**config.mk**
```make
export PLATFORM = sky130hd
export DESIGN_NAME = text_buffer_writer
export DESIGN_NICKNAME = d
export VERILOG_FILES = /design/src/rtl/text_buffer_writer.sv
export SDC_FILE = /design/constraint.sdc
export NUM_CORES = 2
export LEC_CHECK = 0
export BUFFER_PORTS_ARGS = -buffer_cell sky130_fd_sc_hd__buf_2
export CELL_PAD_IN_SITES_DETAIL_PLACEMENT = 1
export CELL_PAD_IN_SITES_GLOBAL_PLACEMENT = 1
export CORE_ASPECT_RATIO = 0.8
export CORE_MARGIN = 5
export CORE_UTILIZATION = 35
export CTS_CLUSTER_SIZE = 14
export DETAILED_ROUTE_END_ITERATION = 6
export PLACE_DENSITY = 0.56
export REMOVE_ABC_BUFFERS = 1
export SLEW_MARGIN = 10
export SYNTH_ARGS = -nofsm -noshare
export SYNTH_HDL_FRONTEND = slang
export SYNTH_SLANG_ARGS = --single-unit
```
**constraint.sdc**
```tcl
create_clock -name pclk -period 11.9 [get_ports pclk]
set_input_delay 3.57 -clock pclk [delete_from_list [all_inputs] [get_ports pclk]]
set_output_delay 3.57 -clock pclk [all_outputs]
set_load 0.02 [all_outputs]
```
**src/rtl/text_buffer_writer.sv**
```systemverilog
// Character-cell text buffer writer: fills the 16x16 grid read by the
// character-overlay renderer. Accepts an ASCII stream, tracks a write cursor,
// interprets CR/LF/BS/FF and clears the screen after reset or form feed.
module text_buffer_writer #(
  parameter logic [7:0] CLEAR_CHAR = 8'h20,
  parameter int         COLS       = 16,
  parameter int         ROWS       = 16
) (
  input  logic       pclk,
  input  logic       rst,
  input  logic       wr_valid,
  output logic       wr_ready,
  input  logic [7:0] wr_char,
  input  logic       cursor_set,
  input  logic [7:0] cursor_in,
  input  logic [7:0] text_xy,
  output logic [6:0] char_code,
  output logic [7:0] cursor_xy,
  output logic       busy
);

  // Address is {row[3:0], col[3:0]}, so the grid is fixed at 256 cells.
  localparam int         CELLS = COLS * ROWS;
  localparam logic [7:0] LAST  = 8'(CELLS - 1);

  localparam logic [7:0] CH_BS = 8'h08;
  localparam logic [7:0] CH_LF = 8'h0A;
  localparam logic [7:0] CH_FF = 8'h0C;
  localparam logic [7:0] CH_CR = 8'h0D;

  typedef enum logic [0:0] {CLEAR, IDLE} state_t;

  state_t     state_q, state_d;
  logic [7:0] clr_addr, clr_d;
  logic [7:0] cur_d;
  logic       we;
  logic [7:0] waddr;
  logic [6:0] wdata;
  logic       accept;

  logic [6:0] mem [CELLS];

  // Next-state, cursor update and single write-port steering.
  always_comb begin
    state_d  = state_q;
    clr_d    = clr_addr;
    cur_d    = cursor_xy;
    we       = 1'b0;
    waddr    = clr_addr;
    wdata    = CLEAR_CHAR[6:0];
    wr_ready = 1'b0;
    busy     = 1'b0;
    accept   = 1'b0;
    case (state_q)
      CLEAR: begin
        busy  = 1'b1;
        we    = 1'b1;
        clr_d = clr_addr + 8'd1;
        if (clr_addr == LAST) state_d = IDLE;
      end
      IDLE: begin
        // cursor_set wins; the producer must hold its char until it drops.
        wr_ready = !cursor_set && !rst;
        accept   = wr_valid && wr_ready;
        if (cursor_set) begin
          cur_d = cursor_in;
        end else if (accept) begin
          if (wr_char >= 8'h20 && wr_char <= 8'h7E) begin
            we    = 1'b1;
            waddr = cursor_xy;
            wdata = wr_char[6:0];
            cur_d = cursor_xy + 8'd1;
          end else begin
            case (wr_char)
              CH_CR: cur_d = {cursor_xy[7:4], 4'd0};
              CH_LF: cur_d = {cursor_xy[7:4] + 4'd1, 4'd0};
              CH_BS: cur_d = (cursor_xy != 8'd0) ? cursor_xy - 8'd1 : 8'd0;
              CH_FF: begin
                cur_d   = 8'd0;
                clr_d   = 8'd0;
                state_d = CLEAR;
              end
              default: ;
            endcase
          end
        end
      end
      default: state_d = CLEAR;
    endcase
  end

  // State, clear pointer and cursor; reset restarts a full clear.
  always_ff @(posedge pclk) begin
    if (rst) begin
      state_q   <= CLEAR;
      clr_addr  <= 8'd0;
      cursor_xy <= 8'd0;
    end else begin
      state_q   <= state_d;
      clr_addr  <= clr_d;
      cursor_xy <= cur_d;
    end
  end

  // Cell memory write port.
  always_ff @(posedge pclk) begin
    if (we) mem[waddr] <= wdata;
  end

  // Renderer read port: 1-cycle latency, old data on same-address write.
  always_ff @(posedge pclk) begin
    if (rst) char_code <= 7'd0;
    else     char_code <= mem[text_xy];
  end

endmodule

```
# Word level (Yosys, flattened, before mapping)
# Memories as Yosys holds them, arrays and structs flattened. A register that Yosys moved wholly into a read port is not among the register bits.
# Index checks and enable logic that the tools add are counted.
word_totals:
  regBits: 17
  ram_bits: 1792
  inputBits: 28
  output_inout_bits: 17
  memories: 1
mem_list:
  columns: ["name", "depth", "word_bits", "rd", "rd_ports_with_merged_regs", "write_ports", "line", "source"]
  rows:
  - ["mem", 256, 7, 1, 1, 1, "41", "logic [6:0] mem [CELLS];"]
classes:
  n_addsub: 4
  order_cmp: 2
  n_eq_ne: 10
  mux: 32
  bitwise_logic: 1
  reduce_logical: 12
op_table:
  columns: ["cell", "n"]
  rows:
  - ["$mux 8", 12]
  - ["$eq 8x4->1 const B", 4]
  - ["$pmux 8 s4", 1]
  - ["$mux 7", 4]
  - ["$add 8x1->8 const B", 2]
  - ["$pmux 8 s2", 1]
  - ["$mux 1", 12]
  - ["$eq 8x8->1 const B", 1]
  - ["$ge 8x6->1 const B", 1]
  - ["$le 8x7->1 const B", 1]
  - ["$reduce_and 4->1", 2]
  - ["$reduce_bool 8->1", 1]
  - ["$sub 8x1->8 const B", 1]
  - ["$reduce_bool 6->1", 1]
  - ["$reduce_bool 5->1", 1]
  - ["$add 4x1->4 const B", 1]
  - ["$ne 2x1->1 const B", 2]
  - ["$ne 2x2->1 const B", 2]
  - ["$pmux 1 s2", 2]
  - ["$logic_and 1x1->1", 3]
  - ["$ne 3x3->1 const B", 1]
  - ["$reduce_and 3->1", 1]
  - ["$logic_not 1->1", 2]
  - ["$reduce_bool 2->1", 1]
  - ["$not 1->1", 1]

# Longest topological paths before layout
logic_depth:
  depth_word: 8
  ltp_mapped: 12

# Least setup slack after synthesis
# No wires, ideal clock.
synth_path:
  path_type: "input to register"
  startpoint: "input cursor_set"
  endpoint: "memory mem[0][0] (data pin)"
  arrival_time_ps: 10314
  required_time_ps: 10505
  path_slack_ps: 191
  stages: 5
  path_cell_list: "nand4bb_1 a211o_1 buf_6 buf_6 nor2_1"
synth_via:
  elab_chain_cells: 6
synth_lines:
  columns: ["element", "line", "source"]
  rows:
  - ["start: declaration", "14", "input logic cursor_set,"]
  - ["$logic_not 1->1", "63", "wr_ready = !cursor_set && !rst;"]
  - ["$logic_and 1x1->1", "63", null]
  - ["$logic_and 1x1->1", "64", "accept = wr_valid && wr_ready;"]
  - ["$mux 7", "67", "end else if (accept) begin"]
  - ["$mux 7 (*)", "65", "if (cursor_set) begin"]
  - ["$mux 7 (*)", "54", "case (state_q)"]
  - ["via wdata[0]", "38", "logic [6:0] wdata;"]
  - ["end: declaration", "41", null]
# Mark *: on every way through the listed nets, which the timed path passes. The rest lies on a longest branch.

# Final worst setup path
layout_path:
  startpoint: "input rst"
  endpoint: "output wr_ready"
layout_via:
  elab_chain_cells: 3
layout_lines:
  columns: ["element", "line", "source"]
  rows:
  - ["start: declaration", "10", "input logic rst,"]
  - ["$logic_not 1->1", "63", null]
  - ["$logic_and 1x1->1", "63", null]
  - ["$mux 1", "54", null]
  - ["end: declaration", "12", "output logic wr_ready,"]
# Every way passes these cells.

==> impl_results.md <==
* Crit Path Class: in -> out
* Power density cells at 160.7 nW/um^2
* First drt pass iteration count at 6
* Element type at the critical path end: output pin
* Worst setup path startpoint: rst
* #FFs+latches synth at about 1800
* Max-slew violations at 0
* Status: finished clean
* Width of the die at 517.3 microns
* Ports at 45
* WHS at 0.6089 ns
* Register area share after synthesis at 75.34%
* First-pass GRT wire length at 308000 microns
* Dpl cells at 6294
* DP Area at 74960 sq um
* Slew @ Worst Pin at 1.243 ns
* Flop-to-flop setup slack at 7.25 ns
* Drt drc at 0
* Mapped Area at 72070 sq um
* Design area at 80640 sq um
* Design Power at 12.96 mW
* Largest area contributor in the netlist: edfxtp_1
* Grt ovf at 0
* Initial antenna violation count at 19
* Ratio of cells with drive above 1 in the final layout at roughly 20%
* Clock root cell: clkbuf_16
* Hpwl dp at 137400 microns
* Post-detailed-routing wire length at 218600 microns
* Cells resized by post-CTS repair at 0
* Top FF cell, synth: edfxtp_1
* CORE AREA at 205400 sq um
* Initial Utilization at between 30% and 40%
* H-Tree Depth at 4
* Filler cells at 19747
* Synth Instances at 3689
* Final net count at 3789
* Chip Height at 415.9 microns
* YS warnings at 0
* Synth-to-layout area growth at 11.90%
* Post-route ant nets at 0
* Required @ worst endpoint at 8.33 ns
* Core Util, Final at between 30% and 40%
* Post-place setup slack at 3.521 ns
* Setup TNS at 0 ns
* Placer Congestion at 0.8245
* Final Non-Filler Cells at roughly 6600
* Critical path startpoint category: primary input
* Vias in the first global route at 38179
* Max_cap viols at 0
* Crit path DAT at 4.25 ns
* Period utilization at 65.73%
* CTS tree: yes
* Fmax at 127.9 MHz
* Die ar. at 215100 sq um
* Commonest non-fill, non-tap cell in the layout: edfxtp_1
* Post-CTS setup buffers at 0
* Avg Cell Area, Syn at 19.54 sq um
* Ys async rst share at 0%
* Hold Startpoint: clr_addr[5]
* Post-synth EDFFs at around 1800
* Cell Rows at 149
* Fin. Hold Viols at 0
* # setup viols final at 0
* Wire per inst at 32.99 microns
* Worst relative slew slack at 17.16%
* Setup Skew at between 0.03 and 0.04 ns
* Worst hold path type: reg -> reg
* CTS Hold Buffers Added at 0
* All-Layer GR Usage at between 20% and 30%
* Worst-case clock buffer depth at 3
* Peak VDD IR at ~160 uV
* Area contributors post-synth: edfxtp_1, mux4_2, mux2i_1
* Max FO, Critical Path at 22
* Clk sinks at 1816
* Largest net degree at the start of global routing at 180
* Port Buffers at 44
* Worst-Skew Late Latency at about 0.8 ns
* Iter 0 DRT Violations at 4243
* TritonCTS buffer count at roughly 180
* RSZ-0062 raised after global routing: no
* DR vias/cell at approximately 5.7
* P_leak at between 20 and 30 nW
* Fin crit period at ~8 ns
* Via Count at approximately 38000
* Clock transition at the registers of the reported paths at 0.06 ns
* Worst r2r src: state_q
* Most frequent cells in the layout: edfxtp_1, mux4_2, nor2_1
* Final WS setup at 4.079 ns
* Unique masters post-synth at 83
* Area share of the largest cell type after synthesis at about three quarters
## sequential cells by signal, summed over array words and instances, names as in the netlist
name and cells:
cursor_xy 8, state_q 1, mem 1792, clr_addr 8, char_code 7
## power by group
part	leakage (nW)	switching (mW)	internal (mW)
registers	20.7	0.00961	6.93
clock network	2.76	2.47	3.14
logic	5.65	0.295	0.124
## worst max-delay path, cell delays in order
cell and delay [ns]:
buf_2 0.25, nor3_1 0.23, buf_2 0.20
## cell type report
| cell class | instances | area [sq um] | area share, % |
|---|---|---|---|
| flip-flops and latches | 1816 | 54290 | 67.33 |
| multi-input cells | 1632 | 16340 | 20.26 |
| clock buffers | 228 | 4757 | 5.899 |
| well taps | 2718 | 3401 | 4.217 |
| clock inverters | 101 | 918.4 | 1.139 |
| repair buffers | 112 | 865.8 | 1.074 |
| inverters | 16 | 61.31 | 0.07603 |
| diodes | 3 | 7.507 | 0.009310 |
## cells in the mapped netlist, types with 13 or more instances
cell	instances
buf_2	68
inv_1	13
nor3_1	27
a21oi_1	57
and2_1	15
mux4_2	336
edfxtp_1	1792
mux2_2	21
nand2b_1	21
dfxtp_1	24
nor2_1	289
o21ai_0	66
and3_1	18
buf_6	26
nand3_1	34
a211oi_1	18
buf_4	29
nand4_1	20
mux2i_1	229
nand2_1	85
o22ai_1	74
o221ai_1	56
clkbuf_1	74
a22oi_1	71
## kinds of logic after synthesis
kind of cell	Yosys count	share of synthesized area, %
multiplexers	595	14.32
XOR/XNOR	4	0.04862
AO/OA/AOI/OAI	437	4.221
adder cells (fa/ha/maj)	6	0.1042
AND/OR/NAND/NOR	590	3.840
buffers and inverters	241	2.129
flip-flops	1816	75.34
## per-layer routing
metal / track usage [%] / part of all wire (%) / vias to the layer above
li1: - / - / 15373
met1: 31.24 / 47 / 20539
met2: 29.47 / 44 / 1373
met3: 3.676 / 6.9 / 252
met4: 4.385 / 2.0 / 6
met5: 0 / 0.016 / -
## path summary, 6_finish.rpt
path	endpoint	cells past startpoint
setup reg to reg	mem[59][1]	5
hold reg to reg	clr_addr[5]	1
hold / removal	clr_addr[5]	1
setup / recovery	wr_ready	3
(Power assumes the default switching activity.)
